$ cat src/rtl/cc_pkg.sv
// Shared types, default widths and helpers for the core-to-cache arbiter.
package cc_pkg;

  localparam int unsigned DEFAULT_ADDR_W = 16;
  localparam int unsigned DEFAULT_DATA_W = 8;
  localparam int unsigned MAX_CORES      = 8;
  localparam int unsigned CORE_IDX_W     = 3;

  typedef enum logic [1:0] {
    IDLE   = 2'd0,
    ACCESS = 2'd1,
    RESP   = 2'd2
  } arb_state_e;

  // One-hot vector for a core index; callers truncate to their core count.
  function automatic logic [MAX_CORES-1:0] onehot(input logic [CORE_IDX_W-1:0] idx);
    logic [MAX_CORES-1:0] v;
    v      = '0;
    v[idx] = 1'b1;
    return v;
  endfunction

endpackage

$ cat src/rtl/cc_rr_arbiter.sv
// Combinational round-robin pick: first requester after last_winner, wrapping.
module cc_rr_arbiter #(
  parameter int unsigned N_REQ = 4
) (
  input  logic [N_REQ-1:0]         req_i,
  input  logic [$clog2(N_REQ)-1:0] last_winner_i,
  output logic [$clog2(N_REQ)-1:0] winner_o,
  output logic                     valid_o
);

  localparam int unsigned IDX_W = $clog2(N_REQ);

  // Scan offsets 1..N from the previous winner; the nearest requester wins.
  always_comb begin : p_pick
    int unsigned cand;
    cand     = 0;
    winner_o = '0;
    valid_o  = 1'b0;
    for (int unsigned off = 1; off <= N_REQ; off++) begin
      cand = (32'(last_winner_i) + off) % N_REQ;
      if (!valid_o && req_i[IDX_W'(cand)]) begin
        valid_o  = 1'b1;
        winner_o = IDX_W'(cand);
      end
    end
  end

endmodule

$ cat src/rtl/cc_multi_core_arb.sv
// N-core to single cache port arbiter: round-robin, bounded lock bursts, access timeout.
module cc_multi_core_arb
  import cc_pkg::*;
#(
  parameter int unsigned N_CORES   = 4,
  parameter int unsigned ADDR_W    = DEFAULT_ADDR_W,
  parameter int unsigned DATA_W    = DEFAULT_DATA_W,
  parameter int unsigned TIMEOUT   = 64,
  parameter int unsigned MAX_BURST = 4
) (
  input  logic                           clk,
  input  logic                           rst,
  input  logic [N_CORES-1:0]             core_hreq,
  input  logic [N_CORES-1:0]             core_hlock,
  input  logic [N_CORES-1:0]             core_hwrite,
  input  logic [N_CORES-1:0][ADDR_W-1:0] core_haddr,
  input  logic [N_CORES-1:0][DATA_W-1:0] core_hwdata,
  output logic [N_CORES-1:0]             core_hgrant,
  output logic [N_CORES-1:0]             core_hready,
  output logic                           core_herror,
  output logic [DATA_W-1:0]              core_hrdata,
  output logic                           mem_req,
  output logic                           mem_write,
  output logic [ADDR_W-1:0]              mem_addr,
  output logic [DATA_W-1:0]              mem_wdata,
  input  logic                           mem_ack,
  input  logic [DATA_W-1:0]              mem_rdata
);

  localparam int unsigned IDX_W = $clog2(N_CORES);
  localparam int unsigned TO_W  = $clog2(TIMEOUT);
  localparam int unsigned BC_W  = $clog2(MAX_BURST + 1);

  arb_state_e          state_q, state_d;
  logic [IDX_W-1:0]    winner_q, winner_d;
  logic [IDX_W-1:0]    last_winner_q, last_winner_d;
  logic [BC_W-1:0]     burst_cnt_q, burst_cnt_d;
  logic [TO_W-1:0]     timeout_cnt_q, timeout_cnt_d;
  logic                write_q, write_d;
  logic [ADDR_W-1:0]   addr_q, addr_d;
  logic [DATA_W-1:0]   wdata_q, wdata_d;
  logic [N_CORES-1:0]  hready_q, hready_d;
  logic                herror_q, herror_d;
  logic [DATA_W-1:0]   rdata_q, rdata_d;
  logic [N_CORES-1:0]  grant_c;
  logic [IDX_W-1:0]    arb_winner;
  logic                arb_valid;
  logic                in_access_c;

  cc_rr_arbiter #(.N_REQ(N_CORES)) u_rr (
    .req_i         (core_hreq),
    .last_winner_i (last_winner_q),
    .winner_o      (arb_winner),
    .valid_o       (arb_valid)
  );

  // Grant and cache-side signals decode straight from registered state.
  assign in_access_c = (state_q == ACCESS);
  assign grant_c     = (state_q == ACCESS || state_q == RESP)
                       ? N_CORES'(onehot(CORE_IDX_W'(winner_q))) : '0;
  assign core_hgrant = grant_c;
  assign mem_req     = in_access_c;
  assign mem_write   = in_access_c & write_q;
  assign mem_addr    = in_access_c ? addr_q  : '0;
  assign mem_wdata   = in_access_c ? wdata_q : '0;
  assign core_hready = hready_q;
  assign core_herror = herror_q;
  assign core_hrdata = rdata_q;

  // State register and latched transaction, synchronous reset.
  always_ff @(posedge clk) begin
    if (rst) begin
      state_q       <= IDLE;
      winner_q      <= '0;
      last_winner_q <= IDX_W'(N_CORES - 1);
      burst_cnt_q   <= '0;
      timeout_cnt_q <= '0;
      write_q       <= 1'b0;
      addr_q        <= '0;
      wdata_q       <= '0;
      hready_q      <= '0;
      herror_q      <= 1'b0;
      rdata_q       <= '0;
    end else begin
      state_q       <= state_d;
      winner_q      <= winner_d;
      last_winner_q <= last_winner_d;
      burst_cnt_q   <= burst_cnt_d;
      timeout_cnt_q <= timeout_cnt_d;
      write_q       <= write_d;
      addr_q        <= addr_d;
      wdata_q       <= wdata_d;
      hready_q      <= hready_d;
      herror_q      <= herror_d;
      rdata_q       <= rdata_d;
    end
  end

  // Next-state: arbitrate in IDLE, wait for ack or timeout, then respond or chain a locked access.
  always_comb begin
    state_d       = state_q;
    winner_d      = winner_q;
    last_winner_d = last_winner_q;
    burst_cnt_d   = burst_cnt_q;
    timeout_cnt_d = '0;
    write_d       = write_q;
    addr_d        = addr_q;
    wdata_d       = wdata_q;
    hready_d      = '0;
    herror_d      = 1'b0;
    rdata_d       = '0;
    unique case (state_q)
      IDLE: begin
        if (arb_valid) begin
          winner_d    = arb_winner;
          write_d     = core_hwrite[arb_winner];
          addr_d      = core_haddr[arb_winner];
          wdata_d     = core_hwdata[arb_winner];
          burst_cnt_d = BC_W'(1);
          state_d     = ACCESS;
        end
      end
      ACCESS: begin
        // Ack takes priority over a timeout landing in the same cycle.
        if (mem_ack) begin
          state_d  = RESP;
          hready_d = grant_c;
          rdata_d  = write_q ? '0 : mem_rdata;
        end else if (timeout_cnt_q == TO_W'(TIMEOUT - 1)) begin
          state_d  = RESP;
          hready_d = grant_c;
          herror_d = 1'b1;
        end else begin
          timeout_cnt_d = timeout_cnt_q + TO_W'(1);
        end
      end
      RESP: begin
        if (core_hlock[winner_q] && core_hreq[winner_q] &&
            (burst_cnt_q < BC_W'(MAX_BURST))) begin
          write_d     = core_hwrite[winner_q];
          addr_d      = core_haddr[winner_q];
          wdata_d     = core_hwdata[winner_q];
          burst_cnt_d = burst_cnt_q + BC_W'(1);
          state_d     = ACCESS;
        end else begin
          last_winner_d = winner_q;
          burst_cnt_d   = '0;
          state_d       = IDLE;
        end
      end
      default: state_d = IDLE;
    endcase
  end

endmodule

$ cat config.mk
export PLATFORM = sky130hd
export DESIGN_NAME = cc_multi_core_arb
export DESIGN_NICKNAME = d
export VERILOG_FILES = /design/src/rtl/cc_pkg.sv /design/src/rtl/cc_rr_arbiter.sv /design/src/rtl/cc_multi_core_arb.sv
export SDC_FILE = /design/constraint.sdc
export NUM_CORES = 1
export LEC_CHECK = 0
export CORE_ASPECT_RATIO = 0.75
export CORE_MARGIN = 2
export CORE_UTILIZATION = 43
export CTS_CLUSTER_SIZE = 30
export DETAILED_ROUTE_END_ITERATION = 10
export PLACE_DENSITY = 0.82
export SETUP_SLACK_MARGIN = 0.05
export SLEW_MARGIN = 20
export SYNTH_ARGS = -nofsm -noshare
export SYNTH_HDL_FRONTEND = slang
export SYNTH_SLANG_ARGS = --single-unit
$ cat constraint.sdc
create_clock -name clk -period 2.84 [get_ports clk]
set_clock_uncertainty 0.2 [all_clocks]
set_input_delay 0.426 -clock clk [delete_from_list [all_inputs] [get_ports clk]]
set_output_delay 0.426 -clock clk [all_outputs]
set_load 0.01 [all_outputs]
## Word level (Yosys, flattened, before mapping)

Cells that the tools add are included.

| word-level totals | value |
|---|---|
| logic and storage cells | 114 |
| flip-flop bits (word level) | 53 |
| input bits | 119 |

| operators by class | value |
|---|---|
| $add $sub $neg | 6 |
| eq/ne operators | 6 |
| order comparisons | 9 |
| bitwise logic cells | 4 |
| reduce and logical (&&, ||, !) cells | 21 |
| muxes and demuxes | 57 |

Operators by type and width:

| operator | count |
|---|---|
| 2-to-1 mux 16 bit | 5 |
| binary-select mux 16 bit (select 2 bit) | 2 |
| 2-to-1 mux 8 bit | 5 |
| binary-select mux 8 bit (select 2 bit) | 2 |
| case mux 16 bit (2 select lines) | 1 |
| < comparator 2 x 3 -> 1 bit (second input constant) | 6 |
| 2-to-1 mux 1 bit | 17 |
| binary-select mux 1 bit (select 2 bit) | 8 |
| case mux 8 bit (2 select lines) | 1 |
| 2-to-1 mux 2 bit | 7 |
| 2-to-1 mux 4 bit | 3 |
| AND reduction 2 bit | 4 |
| OR reduction 4 bit | 2 |
| adder 6 x 1 -> 6 bit (second input constant) | 1 |
| == test 6 bit (second input constant) | 1 |
| logical AND 1 bit | 6 |
| 2-to-1 mux 3 bit | 2 |
| case mux 2 bit (3 select lines) | 1 |
| case mux 3 bit (2 select lines) | 1 |
| adder 2 x 1 -> 2 bit (second input constant) | 2 |
| adder 2 bit (second input constant) | 2 |
| < comparator 2 x 4 -> 1 bit (second input constant) | 1 |
| adder 3 x 1 -> 3 bit (second input constant) | 1 |
| zero test 1 bit | 3 |
| other kinds (17) | 19 |

## Logic depth before layout (Yosys ltp)

Gate-level depths: netlist of run 1.

| logic depth | value |
|---|---|
| depth in word-level cells | 17 |
| mapped depth | 9 |
| depth with buffers taken out | 8 |

## Hierarchy

From an unflattened synthesis of run 1, not the netlist that was laid out.

| unflattened totals | value |
|---|---|
| cells, all modules | 370 |
| area, all modules | 3927.5 um2 |

Modules (own cells, without submodules):

| module | instances | sequential area each (um2) | cells an instance | area an instance (um2) |
|---|---|---|---|---|
| cc_multi_core_arb | 1 | 1061.0 | 356 | 3836.2 |
| cc_rr_arbiter | 1 | 0.0 | 14 | 91.3 |

## Least setup slack after synthesis of run 1

OpenSTA, ideal clock, no wires.

| timing path | value |
|---|---|
| path type | register -> register |
| start point | reg state_q[0] |
| end point | reg write_q |
| required time | 2.523 ns |
| library setup time | 0.117 ns |
| data arrival time | 1.705 ns |
| cell stages (with the launch flop) | 10 |
| clock period less this slack | 2.022 ns |
| slack | 0.818 ns |
| buffers on the path | 3 |
| path through | dfxtp_1 inv_1 ha_1 clkbuf_1 nand2_1 o22ai_2 and2_1 buf_4 buf_6 a32o_1 |

| between the ends | value |
|---|---|
| cells in the longest elaborated chain, start to end | 3 |
| elaborated cells between the ends (all ways) | 7 |

RTL lines:

| what | line | RTL |
|---|---|---|
| from (decl) | cc_multi_core_arb.sv:34 | `arb_state_e state_q, state_d;` |
| from (signal assigned) | cc_multi_core_arb.sv:85 | `state_q <= state_d;` |
| == test 2 bit or zero test 2 bit (tied branches) | cc_multi_core_arb.sv:112 | `unique case (state_q)` |
| != test 2 x 1 -> 1 bit (no line) (tied with other cells) | -- |  |
| AND reduction 3 bit (no line) | -- |  |
| to (signal assigned) | cc_multi_core_arb.sv:90 | `write_q <= write_d;` |
| to (decl) | cc_multi_core_arb.sv:39 | `logic write_q, write_d;` |

Parallel ways exist; a longest one is shown, timed or not.
A chain may end at the register's enable or synchronous reset.

## Worst setup path after layout of run 1

| timing path | value |
|---|---|
| start point | reg state_q[1] |
| end point | out mem_addr[1] |

| between the ends | value |
|---|---|
| cells in the longest elaborated chain, start to end | 2 |

RTL lines:

| what | line | RTL |
|---|---|---|
| == test 2 x 1 -> 1 bit | cc_multi_core_arb.sv:58 | `assign in_access_c = (state_q == ACCESS);` |
| 2-to-1 mux 16 bit | cc_multi_core_arb.sv:64 | `assign mem_addr = in_access_c ? addr_q : '0;` |
| to (decl) | cc_multi_core_arb.sv:24 | `output logic [ADDR_W-1:0] mem_addr,` |

No other way between the ends.

==> results.txt, run 1 <==
The flow ran to the end, and the final reports show no timing, DRC or antenna violations. The die height came out at 84.3 µm. The total global-route track usage came out at 24.8%. For this design, the CTS-stage hold fixing added 0 buffers. The total number of clock tree sinks is 53. The number of antenna violations at the first check in global routing came out at 0. The post-CTS setup buffer count is 0. The highest cell delay on the worst timing path came out at 0.54 ns. The total inserted antenna cells is 0. The global placement routability congestion came out at 0.924. The multi-input combinational cells in the finished layout cover a total of 2410 µm². The critical path in this run is classified as flip-flop to output port.

Clock-pin slew was measured on the worst setup and hold paths at 0.07 ns. The smallest hold slack came out at 0.256 ns. The synthesized design contains 53 register bits. In the synthesized netlist the dominant register cell turns out to be dfxtp_1.

The synthesized design contains 0 enable-type register cells. Setup violations remaining at the end of the flow were counted as 0. The final critical-path share of the clock period came out at 93.2%. The iteration count of the initial detailed-routing pass is 4. The number of I/O pins is 162. Setup repair after global routing left no endpoint under its margin.

Of all nets on the critical path, the largest fanout is 16. The cell type with the highest aggregate area in the netlist is dfxtp_1. The kind of start point of the critical path is a flip-flop. The area of the mapped netlist came out at 3690 µm². Of the post-synthesis cell area, the dominant cell type holds 28.7%. Each instance of the synthesized netlist takes up on average 8.28 µm².

Yosys attributes the largest share of cell area to dfxtp_1, mux4_2, nand2_1. The cell row count is 29. The global-route wire length before repair came out at 19.2 mm. The effective utilization at floorplan came out at 44.1%. For this block, the initial DRC count from the detailed router was 320. The core region area is 8380 µm². The pin count of the biggest net entering global routing is 47.

The class of the most critical hold timing path is flip-flop to flip-flop. Counting flops with an async set or reset pin after synthesis yields a share of 0%. The net count of the finished layout is 724. The yosys synthesis warning count came out at 0. The final hold violation count is 0. The finished cells cover 5580 µm². The tool flagged a number of max-cap violations equal to 0. The die covers 9350 µm². The growth of design area from synthesis to finish is 51.2%. The post-cts sizing count came out at 0. The sequential cell area fraction in the yosys report came out at 28.7%.

The required time of the critical path came out at 2.21 ns. The maximum resistive drop on vdd came out at 0.000316 V. The worst setup path is captured at an output port.

On the critical path, the stage with the largest delay is an instance of clkdlybuf4s50_1. Cells fill 66.6% of the core in the end. The number of global-route vias before repair was 3909.

The chip width is 111 µm. The max-slew violation count came to 0. The total DRC errors in the routed layout is 0.

The sequential cells in the finished layout cover a total of 1060 µm². The total cell area at the placement stage is 5440 µm². The HPWL after detailed placement is 8.83 mm. The power density of the placed cells came out at 533 nW/µm². The signal on the critical path passes through inv_1, ha_1, buf_4, and2_1, clkdlybuf4s50_1. The number of vias per cell after detailed routing is 5.64.

The final layout contains routed wiring with a total length of 11.8 mm. The proportion of layout cells with a drive suffix above 1 came out at 10.4%. The remaining antenna violation count is 0. The clock insertion delay at the later pin of the skew report is 0.29 ns. The deepest clock path buffer count is 2. In this run the tightest slew margin relative to its limit is 70.5%.

In this run the clock root is driven by a clkbuf_16. After technology mapping, the gate count stands at 446. The routed via count came out at 3991.

Buffers inserted during clock tree synthesis total 5. In the final timing run, aggregate negative setup slack is 0 ns. The total grt overflow is 0.

The synthesized netlist contains 43 unique library cells. The layout has 713 filler cells. The number of nets in the synthesized netlist is 572. The shortest period the worst path allows is 2.65 ns. The static leakage came out at 2.08 nW. The routed wirelength normalized by instance count came out at 16.7 µm. The maximum clock rate came out at 378 MHz. The number of buffers added on ports came out at 161. The H-tree was split into 2 levels. The post-route total power is 2.98 mW.

TritonCTS built the clock tree. At the pin with the least slew margin, the transition time is 0.438 ns. The arrival time of the worst setup path came out at 2.02 ns.
-- sequential cells by signal (all words and copies together), names as in the netlist --
name,flops
core_hready,4
burst_cnt_q,3
addr_q,16
wdata_q,8
timeout_cnt_q,6
winner_q,2
state_q,2
write_q,1
core_hrdata,8
last_winner_q,2
core_herror,1
-- worst max-delay path, delay by kind of cell, from the launching register on --
family	cells	cell delay, ns
buf+inv	3	0.91
simple gates	1	0.17
fa+ha+maj	1	0.30
flops	1	0.35
-- kinds of logic after synthesis --
logic type / count (synthesis) / share of synthesized area [%]
AOI/OAI and AO/OA: 71 / 15.2
xor gates and xnor gates: 4 / 0.949
adders and majority gates: 7 / 2.37
buffers and inverters: 42 / 6.27
DFF: 53 / 28.7
muxes: 32 / 17.3
and+or+nand+nor: 237 / 29.1
-- per-layer routing --
| layer | vias up | global-route usage [%] | part of all wire (%) |
|---|---|---|---|
| li1 | 1890 | - | - |
| met4 | 0 | 4.55 | 0.91 |
| met3 | 10 | 5.05 | 8.5 |
| met5 | - | 0 | 0 |
| met1 | 1896 | 32.4 | 42 |
| met2 | 195 | 43.4 | 49 |
-- final timing paths --
kind	start	end	slack [ns]	cells past startpoint
setup / recovery	state_q[1]	mem_addr[1]	0.19	5
hold reg to reg	addr_q[0]	addr_q[0]	0.26	1
hold / removal	addr_q[0]	addr_q[0]	0.26	1
setup reg to reg	state_q[0]	wdata_q[0]	0.60	7
-- per-stage QoR --
step	instances	setup slack, ns
2_1_floorplan	446	0.818
3_3_place_gp	699	0.316
3_5_place_dp	699	0.225
4_1_cts	707	0.168
5_1_grt	707	0.0908
6_report	707	0.192
-- cell usage after synthesis (all sizes together) (2+ instances only) --
cell / count
a22oi: 4
nor3: 3
ha: 7
mux2: 4
inv: 8
a31oi: 23
o211ai: 3
clkbuf: 11
nand3: 30
nand2b: 5
nor2: 52
nor3b: 2
a32o: 23
mux4: 25
mux2i: 3
xnor2: 3
a21oi: 5
o21ai: 4
nand2: 102
and2: 35
and3: 5
a311oi: 2
dfxtp: 53
buf: 23
-- power by group --
part | switching (mW) | leakage (nW) | total [mW] | internal (mW)
registers | 0.0765 | 0.434 | 0.961 | 0.885
logic | 0.690 | 1.57 | 1.43 | 0.739
clock network | 0.261 | 0.0706 | 0.586 | 0.324
-- layout make-up --
| type | count | area share [%] |
|---|---|---|
| tap | 108 | 2.42 |
| sequential | 53 | 19.0 |
| timing repair buffer | 179 | 32.4 |
| clock inverter | 2 | 0.179 |
| clock buffer | 6 | 2.31 |
| multi-input combinational | 351 | 43.1 |
| inverter | 8 | 0.538 |
-- placed cells by master, fill, tap and decap left out, types with 2 or more instances in the layout --
cell type,netlist,layout
and3_1,5,5
dfxtp_1,53,52
a21oi_1,5,5
clkinv_2,0,2
o21ai_0,4,4
xnor2_1,3,3
nor3b_1,2,2
a22oi_1,4,4
a32o_1,23,23
clkbuf_16,0,5
inv_1,8,8
mux2_2,2,2
clkdlybuf4s50_1,0,161
and2_1,35,35
nand2_1,102,102
nor2_2,1,2
nor3_1,3,3
a31oi_1,23,23
a311oi_1,2,2
buf_4,4,13
nor2_1,50,49
nand2b_1,5,5
buf_12,0,5
nand3_2,1,2
mux2i_1,3,3
ha_1,7,7
nand3_1,29,28
o211ai_2,2,2
mux4_2,25,25
mux2_1,2,2
Note: power is estimated with default switching activity, not from simulation.
==> run 2: changes to the inputs <==
- CORE_UTILIZATION: 43 -> 39
- PLACE_DENSITY: 0.82 -> 0.78
- RECOVER_POWER: default -> 100
- clock period: 2.84 -> 2.2 ns (I/O delays scaled with it)
==> run 2 against run 1 <==
  * Critical path depth increased by 3
  * Global-route usage increased by 0.72 points
  * Final cell count increased by 7.2%
  * Critical endpoint is now addr_q[7]
==> results.txt, run 2 (synthesized netlist as in run 1, its figures left out) <==
The total cell area at the placement stage is 5630 µm². Global routing consumed, over all layers together, 25.5% of the routing resources. The first detailed-routing pass took 5 iterations. The total inserted antenna cells is 0. The final critical-path share of the clock period came out at 95.8%. The final-layout fill cell count is 763. STA puts the critical path data required time at 2.23 ns. Cell internal power was estimated by the tool at 2.72 mW. The proportion of layout cells with a drive suffix above 1 is 16.7%.

The endpoint identified for the worst register-to-register timing path is addr_q[7]. The total grt overflow is 0. The cell at the slowest stage of the critical path is nor2_2. The worst hold path begins at addr_q[3]. STA puts the critical path data arrival time at 2.14 ns. The final setup TNS came out at 0 ns. The largest single stage delay on the critical path is 0.49 ns. The net count of the finished layout came out at 755. The flow ran to the end, and the final reports show no timing, DRC or antenna violations. Setup repair after global routing could not meet its margin everywhere.

The largest register by flop count is addr_q. The HPWL after detailed placement is 9.23 mm. Of the total power, registers draw 29.8%. Leaving out fill and tap cells, the most frequent cells in the layout are clkdlybuf4s50_1, nand2_1, dfxtp_1. Summing all multi-input logic gate instances after layout gives 2480 µm².

The number of global-route vias before repair came out at 4130. The max-capacitance violation count came out at 0. The worst hold path terminates at addr_q[3]. No sink is reached through more buffers than the 2 on the longest clock path.

The number of I/O pins came out at 162. The chip width came out at 116 µm. Leaving out fill and tap cells, the most frequent cell in the layout is clkdlybuf4s50_1. For the pin with the worst max-slew slack, the measured transition is 0.602 ns.

In this run the number of H-tree levels came out at 2. The routed wirelength normalized by instance count came out at 17.6 µm. The cell sitting at the root of the clock tree is a clkbuf_16.

The register area came out at 1060 µm². The highest fanout seen on the critical path came out at 11. The final hold violation count came out at 0.

The TritonCTS clock tree is yes. The clock-pin slew on the worst setup and hold paths is 0.07 ns. The net switching component of the power came out at 1.46 mW. The switching portion of total power is 34.9%.

The class of the most critical hold timing path is flip-flop to flip-flop. Entering global routing, the biggest net connects 33 pins. The worst setup path is launched from a flip-flop. The design draws 4.18 mW. The clock network fraction of total power is 19.2%. The smallest clock period supported by the final layout is computed as 2.11 ns.

The final route contains 4175 vias. The worst pin sits at a relative slew slack of 59.8%. The power share of the combinational group came out at 51.0%. The worst flop-to-flop path startpoint is state_q[0].

The global placement routability congestion is 0.930. Counting instances, the worst hold path has a depth of 1. For this design the ratio of total power to cell area is 702 nW/µm². The number of antenna violations at the first check in global routing came out at 0.

The core region area came out at 9120 µm². The final number of setup-violating endpoints came out at 0. The maximum clock rate is 475 MHz. The growth of design area from synthesis to finish is 61.3%. The number of buffers added on ports is 161.

The number of flip-flops under the largest register name came out at 16. VDD sags by at most 0.000409 V. The classification of the worst setup path is flip-flop to flip-flop. The analysis attributes to cell leakage a power of 2.43 nW. The total routed wirelength is 13.3 mm.

The clock insertion delay at the later pin of the skew report came out at 0.29 ns. The final non-filler cell area is 5960 µm². The floorplan has 30 rows. The initial utilization of the core area, before any placement, comes to 40.5%. The global-route wire length before repair is 20.2 mm.

In the routed design, unresolved DRC markers number 0. For flop-to-flop paths, the worst setup slack is 0.09 ns. STA classifies the critical path endpoint as a flip-flop.

The max-slew violation count came to 0. The number of buffers inserted during clock tree synthesis is 5. The remaining antenna violation count is 0. The die height is 88.3 µm. The number of violations reported at the end of detailed-routing iteration 0 came out at 313. The number of vias per cell after detailed routing came out at 5.51.

The total number of clock tree sinks is 53. The overall die area came out at 10300 µm². The depth of the worst register-to-register path came out at 8. Traced cell by cell, the critical path runs through inv_1, ha_4, nand3_2, nand2_2, o22ai_2, buf_4, nor2_2, a32o_1.
-- run 2: changes by cell type in the layout (fill, tap and decap cells not counted), moves of 3 or more --
cell and delta:
dlygate4sd2_1 +28, clkdlybuf4s50_1 -47, clkbuf_2 +4, dlygate4sd3_1 +13, and2_0 +13, bufbuf_16 +3, buf_6 +5, clkbuf_1 +3
and2_1 -15, buf_4 +15, ha_1 -3
-- run 2: final cells by class --
cell class,count,area share (%)
multi-input cells,352,41.6
well taps,128,2.69
inverters,8,0.504
flip-flops and latches,53,17.9
clock inverters,2,0.231
repair buffers,209,34.8
clock buffers,6,2.33
-- run 2: through the flow --
step | utilization (%) | hold slack (ns) | std cells | setup WS, ns
global placement | 61.8 | 0.231 | 739 | -0.419
floorplan | - | 0.218 | 446 | 0.178
detailed placement | 61.8 | 0.246 | 739 | -0.524
finish | 65.3 | 0.259 | 758 | 0.0926
CTS | 65.1 | 0.261 | 753 | 0.0538
global route | 65.3 | 0.277 | 758 | -0.0113
-- run 2: power by group through the flow --
stage / logic [mW] / registers (mW) / clock network, mW
floorplan: 1.14 / 1.23 / 0
global placement: 1.89 / 1.25 / 0
detailed placement: 1.93 / 1.26 / 0
finish: 2.13 / 1.25 / 0.803
global route: 2.29 / 1.27 / 0.869
CTS: 2.08 / 1.24 / 0.824
-- run 2: worst max-delay path by stage --
stage	startpoint	end
2_1_floorplan	state_q[0]	write_q
3_3_place_gp	core_hreq[2]	wdata_q[6]
3_5_place_dp	core_hreq[2]	wdata_q[7]
4_1_cts	core_hlock[2]	addr_q[11]
5_1_grt	state_q[0]	addr_q[13]
6_report	state_q[0]	addr_q[7]
-- run 2: layer usage --
layer	vias up	GRT usage [%]	share of wire [%]	wire length, µm
met5	-	0	0	0
met4	0	7.79	1.8	242
met2	223	46.8	49	6560
li1	1971	-	-	-
met1	1959	30.7	40	5340
met3	22	4.59	9.0	1200
-- run 2: timing repair --
| action | 4_1_cts | 5_1_grt |
|---|---|---|
| buffers inserted | 2 | 3 |
| pin swaps | 5 | 4 |
| setup endpoints to repair | 55 | 31 |
| hold buffers | 0 | 0 |
| endpoints found under the hold margin | 0 | 0 |
| gates cloned | 4 | 2 |
| gates resized for setup | 48 | 22 |
-- run 2: critical path: cells and delay by family (launching register included) --
family / cells / cell delay [ns]
compound gates: 2 / 0.30
simple gates: 3 / 0.72
buf+inv: 2 / 0.30
fa+ha+maj: 1 / 0.18
flops: 1 / 0.33
